--- src/rtl/mem_arb_pkg.sv ---
// Shared constants for the I/D memory arbiter: default widths, FSM state codes,
// and the saturating increment used by the completion counters.
// Pure declarations; no logic, no latency, no flow control.
package mem_arb_pkg;

  localparam int DEF_AW = 28;
  localparam int DEF_DW = 128;

  localparam logic [1:0] S_IDLE    = 2'd0;
  localparam logic [1:0] S_GRANT_I = 2'd1;
  localparam logic [1:0] S_GRANT_D = 2'd2;
  localparam logic [1:0] S_DONE    = 2'd3;

  localparam logic [15:0] CNT_MAX = 16'hFFFF;

  // Counters stick at all-ones instead of wrapping.
  function automatic logic [15:0] sat_inc(input logic [15:0] v);
    return (v == CNT_MAX) ? v : v + 16'd1;
  endfunction

endpackage

--- src/rtl/mem_arbiter.sv ---
// Two-port (I-cache / D-cache) arbiter onto one shared block memory, round-robin on ties.
// Latency: strobe 1 cycle after the request, ready 1 cycle after mem_ready; min 3 cycles per transaction.
// Backpressure: requests are not acknowledged until the ready pulse; inputs ignored outside IDLE.
module mem_arbiter
  import mem_arb_pkg::*;
#(
  parameter int AW = DEF_AW,
  parameter int DW = DEF_DW
) (
  input  logic          clk,
  input  logic          rst,
  input  logic          i_read,
  input  logic [AW-1:0] i_addr,
  output logic          i_ready,
  output logic [DW-1:0] i_rdata,
  input  logic          d_read,
  input  logic          d_write,
  input  logic [AW-1:0] d_addr,
  input  logic [DW-1:0] d_wdata,
  output logic          d_ready,
  output logic [DW-1:0] d_rdata,
  output logic          mem_read,
  output logic          mem_write,
  output logic [AW-1:0] mem_addr,
  output logic [DW-1:0] mem_wdata,
  input  logic [DW-1:0] mem_rdata,
  input  logic          mem_ready,
  output logic [15:0]   i_cnt,
  output logic [15:0]   d_cnt
);

  logic [1:0] state;
  logic       last_i;   // 1 when the most recent grant went to the I side
  logic       req_i;
  logic       req_d;
  logic       pick_d;

  // Lone requester wins; on a tie the side not granted last wins.
  always_comb begin
    req_i  = i_read;
    req_d  = d_read | d_write;
    pick_d = req_d & (~req_i | last_i);
  end

  // Main FSM: grant, hold latched command on the memory bus, capture read data, pulse ready.
  always_ff @(posedge clk or negedge rst) begin
    if (!rst) begin
      state     <= S_IDLE;
      last_i    <= 1'b1;
      mem_read  <= 1'b0;
      mem_write <= 1'b0;
      mem_addr  <= '0;
      mem_wdata <= '0;
      i_rdata   <= '0;
      d_rdata   <= '0;
      i_ready   <= 1'b0;
      d_ready   <= 1'b0;
    end else begin
      case (state)
        S_IDLE: begin
          if (pick_d) begin
            state     <= S_GRANT_D;
            last_i    <= 1'b0;
            mem_addr  <= d_addr;
            mem_wdata <= d_wdata;
            // A simultaneous read+write request is treated as a write.
            mem_write <= d_write;
            mem_read  <= ~d_write;
          end else if (req_i) begin
            state     <= S_GRANT_I;
            last_i    <= 1'b1;
            mem_addr  <= i_addr;
            mem_read  <= 1'b1;
            mem_write <= 1'b0;
          end
        end
        S_GRANT_I: begin
          if (mem_ready) begin
            i_rdata  <= mem_rdata;
            mem_read <= 1'b0;
            i_ready  <= 1'b1;
            state    <= S_DONE;
          end
        end
        S_GRANT_D: begin
          if (mem_ready) begin
            // The strobe registers still carry the op type here.
            if (mem_read) d_rdata <= mem_rdata;
            mem_read  <= 1'b0;
            mem_write <= 1'b0;
            d_ready   <= 1'b1;
            state     <= S_DONE;
          end
        end
        default: begin
          i_ready <= 1'b0;
          d_ready <= 1'b0;
          state   <= S_IDLE;
        end
      endcase
    end
  end

  // Completion counters advance once per ready pulse and saturate.
  always_ff @(posedge clk or negedge rst) begin
    if (!rst) begin
      i_cnt <= '0;
      d_cnt <= '0;
    end else begin
      if (i_ready) i_cnt <= sat_inc(i_cnt);
      if (d_ready) d_cnt <= sat_inc(d_cnt);
    end
  end

endmodule

--- config.mk ---
export PLATFORM = sky130hd
export DESIGN_NAME = mem_arbiter
export DESIGN_NICKNAME = d
export VERILOG_FILES = /design/src/rtl/mem_arb_pkg.sv /design/src/rtl/mem_arbiter.sv
export SDC_FILE = /design/constraint.sdc
export NUM_CORES = 1
export LEC_CHECK = 0
export ABC_AREA = 1
export CORE_AREA = 2 2 295 297
export DETAILED_ROUTE_END_ITERATION = 10
export DIE_AREA = 0 0 297 299
export HOLD_SLACK_MARGIN = 0.08
export SLEW_MARGIN = 30
export SYNTH_ARGS = -nofsm -noshare
export SYNTH_HDL_FRONTEND = slang
export SYNTH_SLANG_ARGS = --single-unit
export TNS_END_PERCENT = 50
--- constraint.sdc ---
create_clock -name clk -period 2.1 [get_ports clk]
set_clock_uncertainty 0.2 [all_clocks]
set_input_delay 0.525 -clock clk [delete_from_list [all_inputs] [get_ports clk]]
set_output_delay 0.525 -clock clk [all_outputs]
set_load 0.005 [all_outputs]
# == Yosys cells after proc, flatten, opt, wreduce, memory -nomap -nowiden ==
# Cells that the tools add are included.
# word_totals
elab_cells,66
output_inout_bits,448
reg_bits,451
input_bits,318
# classes
reduce_logical,18
bitwise_logic,9
n_addsub,2
eq_ne,8
muxes,17
# op_table
op,n
$mux W28,2
$add A16 B1 Y16 const B,2
$eq A16 B16 Y1 const B,2
$reduce_and A2 Y1,8
$reduce_and A3 Y1,3
$pmux W1 S2,4
$mux W1,7
$mux W2,3
$not A1 Y1,6
$reduce_bool A2 Y1,3
$reduce_or A2 Y1,3
$ne A2 B2 Y1 const B,2
$pmux W2 S2,1
$ne A3 B3 Y1 const B,1
$eq A2 B1 Y1 const B,1
$eq A2 B2 Y1 const B,1
$logic_not A2 Y1,1
$ne A2 B1 Y1 const B,1
$or A1 B1 Y1,2
$and A1 B1 Y1,1

# == Longest topological paths before layout ==
# logic_depth
ltp_word,5
mapped_depth,10
ltp_nobuf,9

# == Worst setup path before layout ==
# OpenSTA, ideal clock, no wires.
# synth_path
path_type,register to register
startpoint,register i_cnt[0]
endpoint,register i_cnt[9]
arrival_time_ps,1309
synth_period_minus_slack_ps,1636
path_buffers,0
required_ps,1774
stages_incl_launch_ff,9
path_slack_ps,464
setup_ps,126
cell_sequence,dfrtp_1 > ha_1 > inv_1 > nor2_4 > nand2_2 > nor2_2 > nor2_2 > nand2_1 > o21ai_1
# synth_via
elab_chain_len,3
word_cells_on_any_way,4
cone_classes,1 x add/sub; 1 x eq/ne; 1 x bitwise; 1 x reduce/logical
# synth_lines
item,line,text
from (decl),mem_arbiter.sv:28,"output logic [15:0] i_cnt,"
from (signal assigned),mem_arbiter.sv:110,if (i_ready) i_cnt <= sat_inc(i_cnt);
branches (longest 3 deep; another with $add A16 B1 Y16),--,
# Parallel ways; which one is timed is not known.
# A chain may end at the register's enable or synchronous reset.

# == Worst setup path in the final report ==
# layout_path
startpoint,register mem_wdata[61]
endpoint,output mem_wdata[61]
# layout_rtl
item,line,text
from (decl),mem_arbiter.sv:25,"output logic [DW-1:0] mem_wdata,"
from (signal assigned),mem_arbiter.sv:65,mem_wdata <= d_wdata;
# No word-level cell between the ends.

==> results.py <==
metrics = {
    "clock_network": {
        "h-tree-depth": 2,
        "cts_num_sinks": 451,
        "clk_pin_slew_ps": 60,
        "cts_tree": "done",
        "clockBufferDepth": 3,
        "cts_made_buffers": 53,
        "clk_latency_ps": 600,
        "clockRootBuffer": "clkbuf_16",
    },
    "power_and_ir_drop": {
        "peakVddDrop_mv": 0.710,
        "power.density_nw_per_um2": 1330,
        "leakage_nw": 15.3,
    },
    "timing": {
        "hold_slack_ps": 190,
        "grt_setup_unrepaired": "false",
        "drv_slew": 0,
        "fmax_mhz": 488,
        "final.period_utilization": 0.977,
        "final.setup.tns_ps": 0,
        "fin_crit_ps": 2050,
        "layout_setup_ws_ps": 49.2,
        "slew_headroom": 0.712,
        "finalSetupViolCount": 0,
        "hold_violations": 0,
        "worstMarginPinSlew_ps": 428,
    },
    "worst_setup_path": {
        "crit_slowest_cell": "dfrtp_1",
        "required_ps": 1370,
        "crit_type": "flop to primary output",
        "critical_path.top_delay_family": "flip-flops",
        "cp_num_buf_inv": 1,
        "startpoint_type": "flop",
        "cp_max_fo": 2,
        "end_kind": "primary output",
        "slowest_delay_ps": 430,
        "cp_data_arrival_time_ps": 1330,
        "worstPathCellList": "dlygate4sd2_1",
    },
    "global_routing": {
        "grt_start_max_net_pins": 51,
        "grt_use_total": 0.144,
        "antenna_found_initial": 4,
        "overflow": 0,
        "grt_pass1_vias": 16295,
        "grt_pass1_wl_um": 99600,
    },
    "detailed_routing": {
        "vias_per_cell": 3.98,
        "wl_um": 65700,
        "antenna_left": 0,
        "route.vias.total": 16231,
        "dr.pass1.iters": 5,
        "drc": 0,
        "drtIter0Drc": 890,
        "wl_per_cell_um": 16.1,
    },
    "finish": {
        "n_fill_cell": 9036,
        "drive_gt1_frac": 0.0983,
        "syn2layout_area_growth_pct": 63.7,
        "stdcell_area_um2": 29400,
        "layout.nets": 3199,
    },
    "logic_synthesis": {
        "synth_compound_area_frac": 0.0867,
        "synth_top_family_by_area": "simple AND/OR/NAND/NOR gates",
        "synth_warnings": 0,
        "synthFlopType": "dfrtp_1",
        "synth-simple-area-share": 0.214,
        "syn_area_um2": 18000,
        "avgSynthCellArea_um2": 8.95,
        "ys_seq_area_frac": 0.628,
        "yosys_register_bits": 451,
        "synth_xor_area_frac": 0.00341,
        "async_reset_ff_frac": 1.00,
        "synthMuxAreaShare": 0,
        "syn_nets": 2332,
        "synth-adder-area-share": 0.00418,
        "synth_edf_count": 0,
        "synth_cells": 2008,
        "synth.distinct_cells": 34,
    },
    "placed_design": {
        "port_buffers": 765,
        "dpl_worst_slack_ps": -259,
        "globalplace.congestion": 0.890,
        "hpwlAfterDp_um": 50600,
        "dpl_cell_area_um2": 27800,
    },
    "job": {
        "maxCapViolCount": 0,
    },
    "floorplan": {
        "die_w_um": 297,
        "core_region_area_um2": 85900,
        "start_util": 0.209,
        "num_rows": 108,
        "io_pins": 766,
        "die_h_um": 299,
        "dieArea_um2": 88800,
    },
    "worst_hold_path": {
        "min_path_type": "input port to async pin",
    },
    "outcome": {
        "status": "completed",
    },
}
per-stage QoR:
| step | std cells | utilization | power [mW] |
|---|---|---|---|
| after CTS | 4073 | 0.342 | 39.8 |
| after global placement | 3938 | 0.324 | 32.0 |
| after global routing | 4076 | 0.342 | 42.0 |
| after detailed placement | 3938 | 0.324 | 32.3 |
| final | 4076 | 0.342 | 39.1 |
| after floorplan | 2008 | - | 20.4 |
area by class of cell:
type                    instances  area [um^2]  area share
diodes                          2         5.00    0.000170
clock buffers                  71         1510      0.0512
clock inverters                28          352      0.0119
inverters                     170          639      0.0217
multi-input cells            1290         5570       0.189
flip-flops and latches        451        11300       0.384
well taps                    1155         1450      0.0491
repair buffers                909         8600       0.292
cell usage after synthesis (4+ instances only):
cell type  instances  area (um^2)
nor2_2             8         50.1
o21ai_0          295         1480
inv_1            166          623
o21ai_1            4         20.0
buf_2             31          155
dfrtp_1          450        11300
nand4_1           14         87.6
nand2_1          822         3090
nand3b_1           6         45.0
buf_4              6         45.0
nand3_1           14         70.1
inv_2              4         15.0
clkbuf_1          42          158
nor2_4             4         45.0
xnor2_1            5         43.8
ha_1               6         75.1
nand2_2            7         43.8
buf_6             11          124
nor2_1            85          319
buf_1              6         22.5
where the power goes:
part | switching [mW] | total (mW) | internal (mW)
Combinational | 7.52 | 14.7 | 7.23
Sequential | 2.10 | 14.7 | 12.6
Clock | 3.91 | 9.72 | 5.81
logic make-up after synthesis:
| kind of cell | count (synthesis) |
|---|---|
| AOI/OAI and AO/OA | 308 |
| xor gates and xnor gates | 7 |
| adders and majority gates | 6 |
| buffers and inverters | 267 |
| DFF | 451 |
| and+or+nand+nor | 969 |
cell usage in the layout, fill, tap and decap left out, types with 9 or more instances in the layout:
cell type          n
clkdlybuf4s50_1  316
dlygate4sd2_1    434
clkdlybuf4s15_1   13
dfrtp_2           16
clkbuf_8           9
nand2_1          821
o21ai_0          295
buf_4            111
clkinv_2          11
nand4_1           14
dfrtp_1          434
clkbuf_16         54
nor2_1            85
nand3_1           13
inv_1            166
buf_12            32
metal layers:
layer	wire length, um	share of wire	track usage
met1	27100	0.41	0.176
met2	31700	0.48	0.242
met3	4250	0.065	0.0358
met4	2650	0.040	0.0601
met5	0	0	0
final timing paths:
path / start / endpoint / slack [ps] / cells after the start
hold / removal: rst / i_rdata[83]$_DFFE_PN0P_ / 190 / 2
setup / recovery: mem_wdata[61]$_DFFE_PN0P_ / mem_wdata[61] / 50 / 1
min in group clk: d_wdata[65] / mem_wdata[65]$_DFFE_PN0P_ / 250 / 3
setup reg to reg: state[0]$_DFFE_PN0P_ / i_ready$_DFFE_PN0P_ / 170 / 6
hold reg to reg: mem_wdata[103]$_DFFE_PN0P_ / mem_wdata[103]$_DFFE_PN0P_ / 270 / 2
max in group asynchronous: rst / mem_wdata[124]$_DFFE_PN0P_ / 740 / 4
repair_timing:
| item | 4_1_cts | 5_1_grt |
|---|---|---|
| buffers inserted | 35 | 1 |
| gates resized for setup | 473 | 6 |
| hold buffers | 1 | 0 |
| hold endpoints to repair | 249 | 0 |
| setup endpoints to repair | 448 | 6 |
sequential cells by signal, indices dropped and copies added (netlist names):
signal,cells
d_cnt,16
mem_wdata,128
state,2
i_cnt,16
mem_write,1
mem_addr,28
i_rdata,128
last_i,1
i_ready,1
d_rdata,128
d_ready,1
mem_read,1
(Power assumes the default switching activity.)
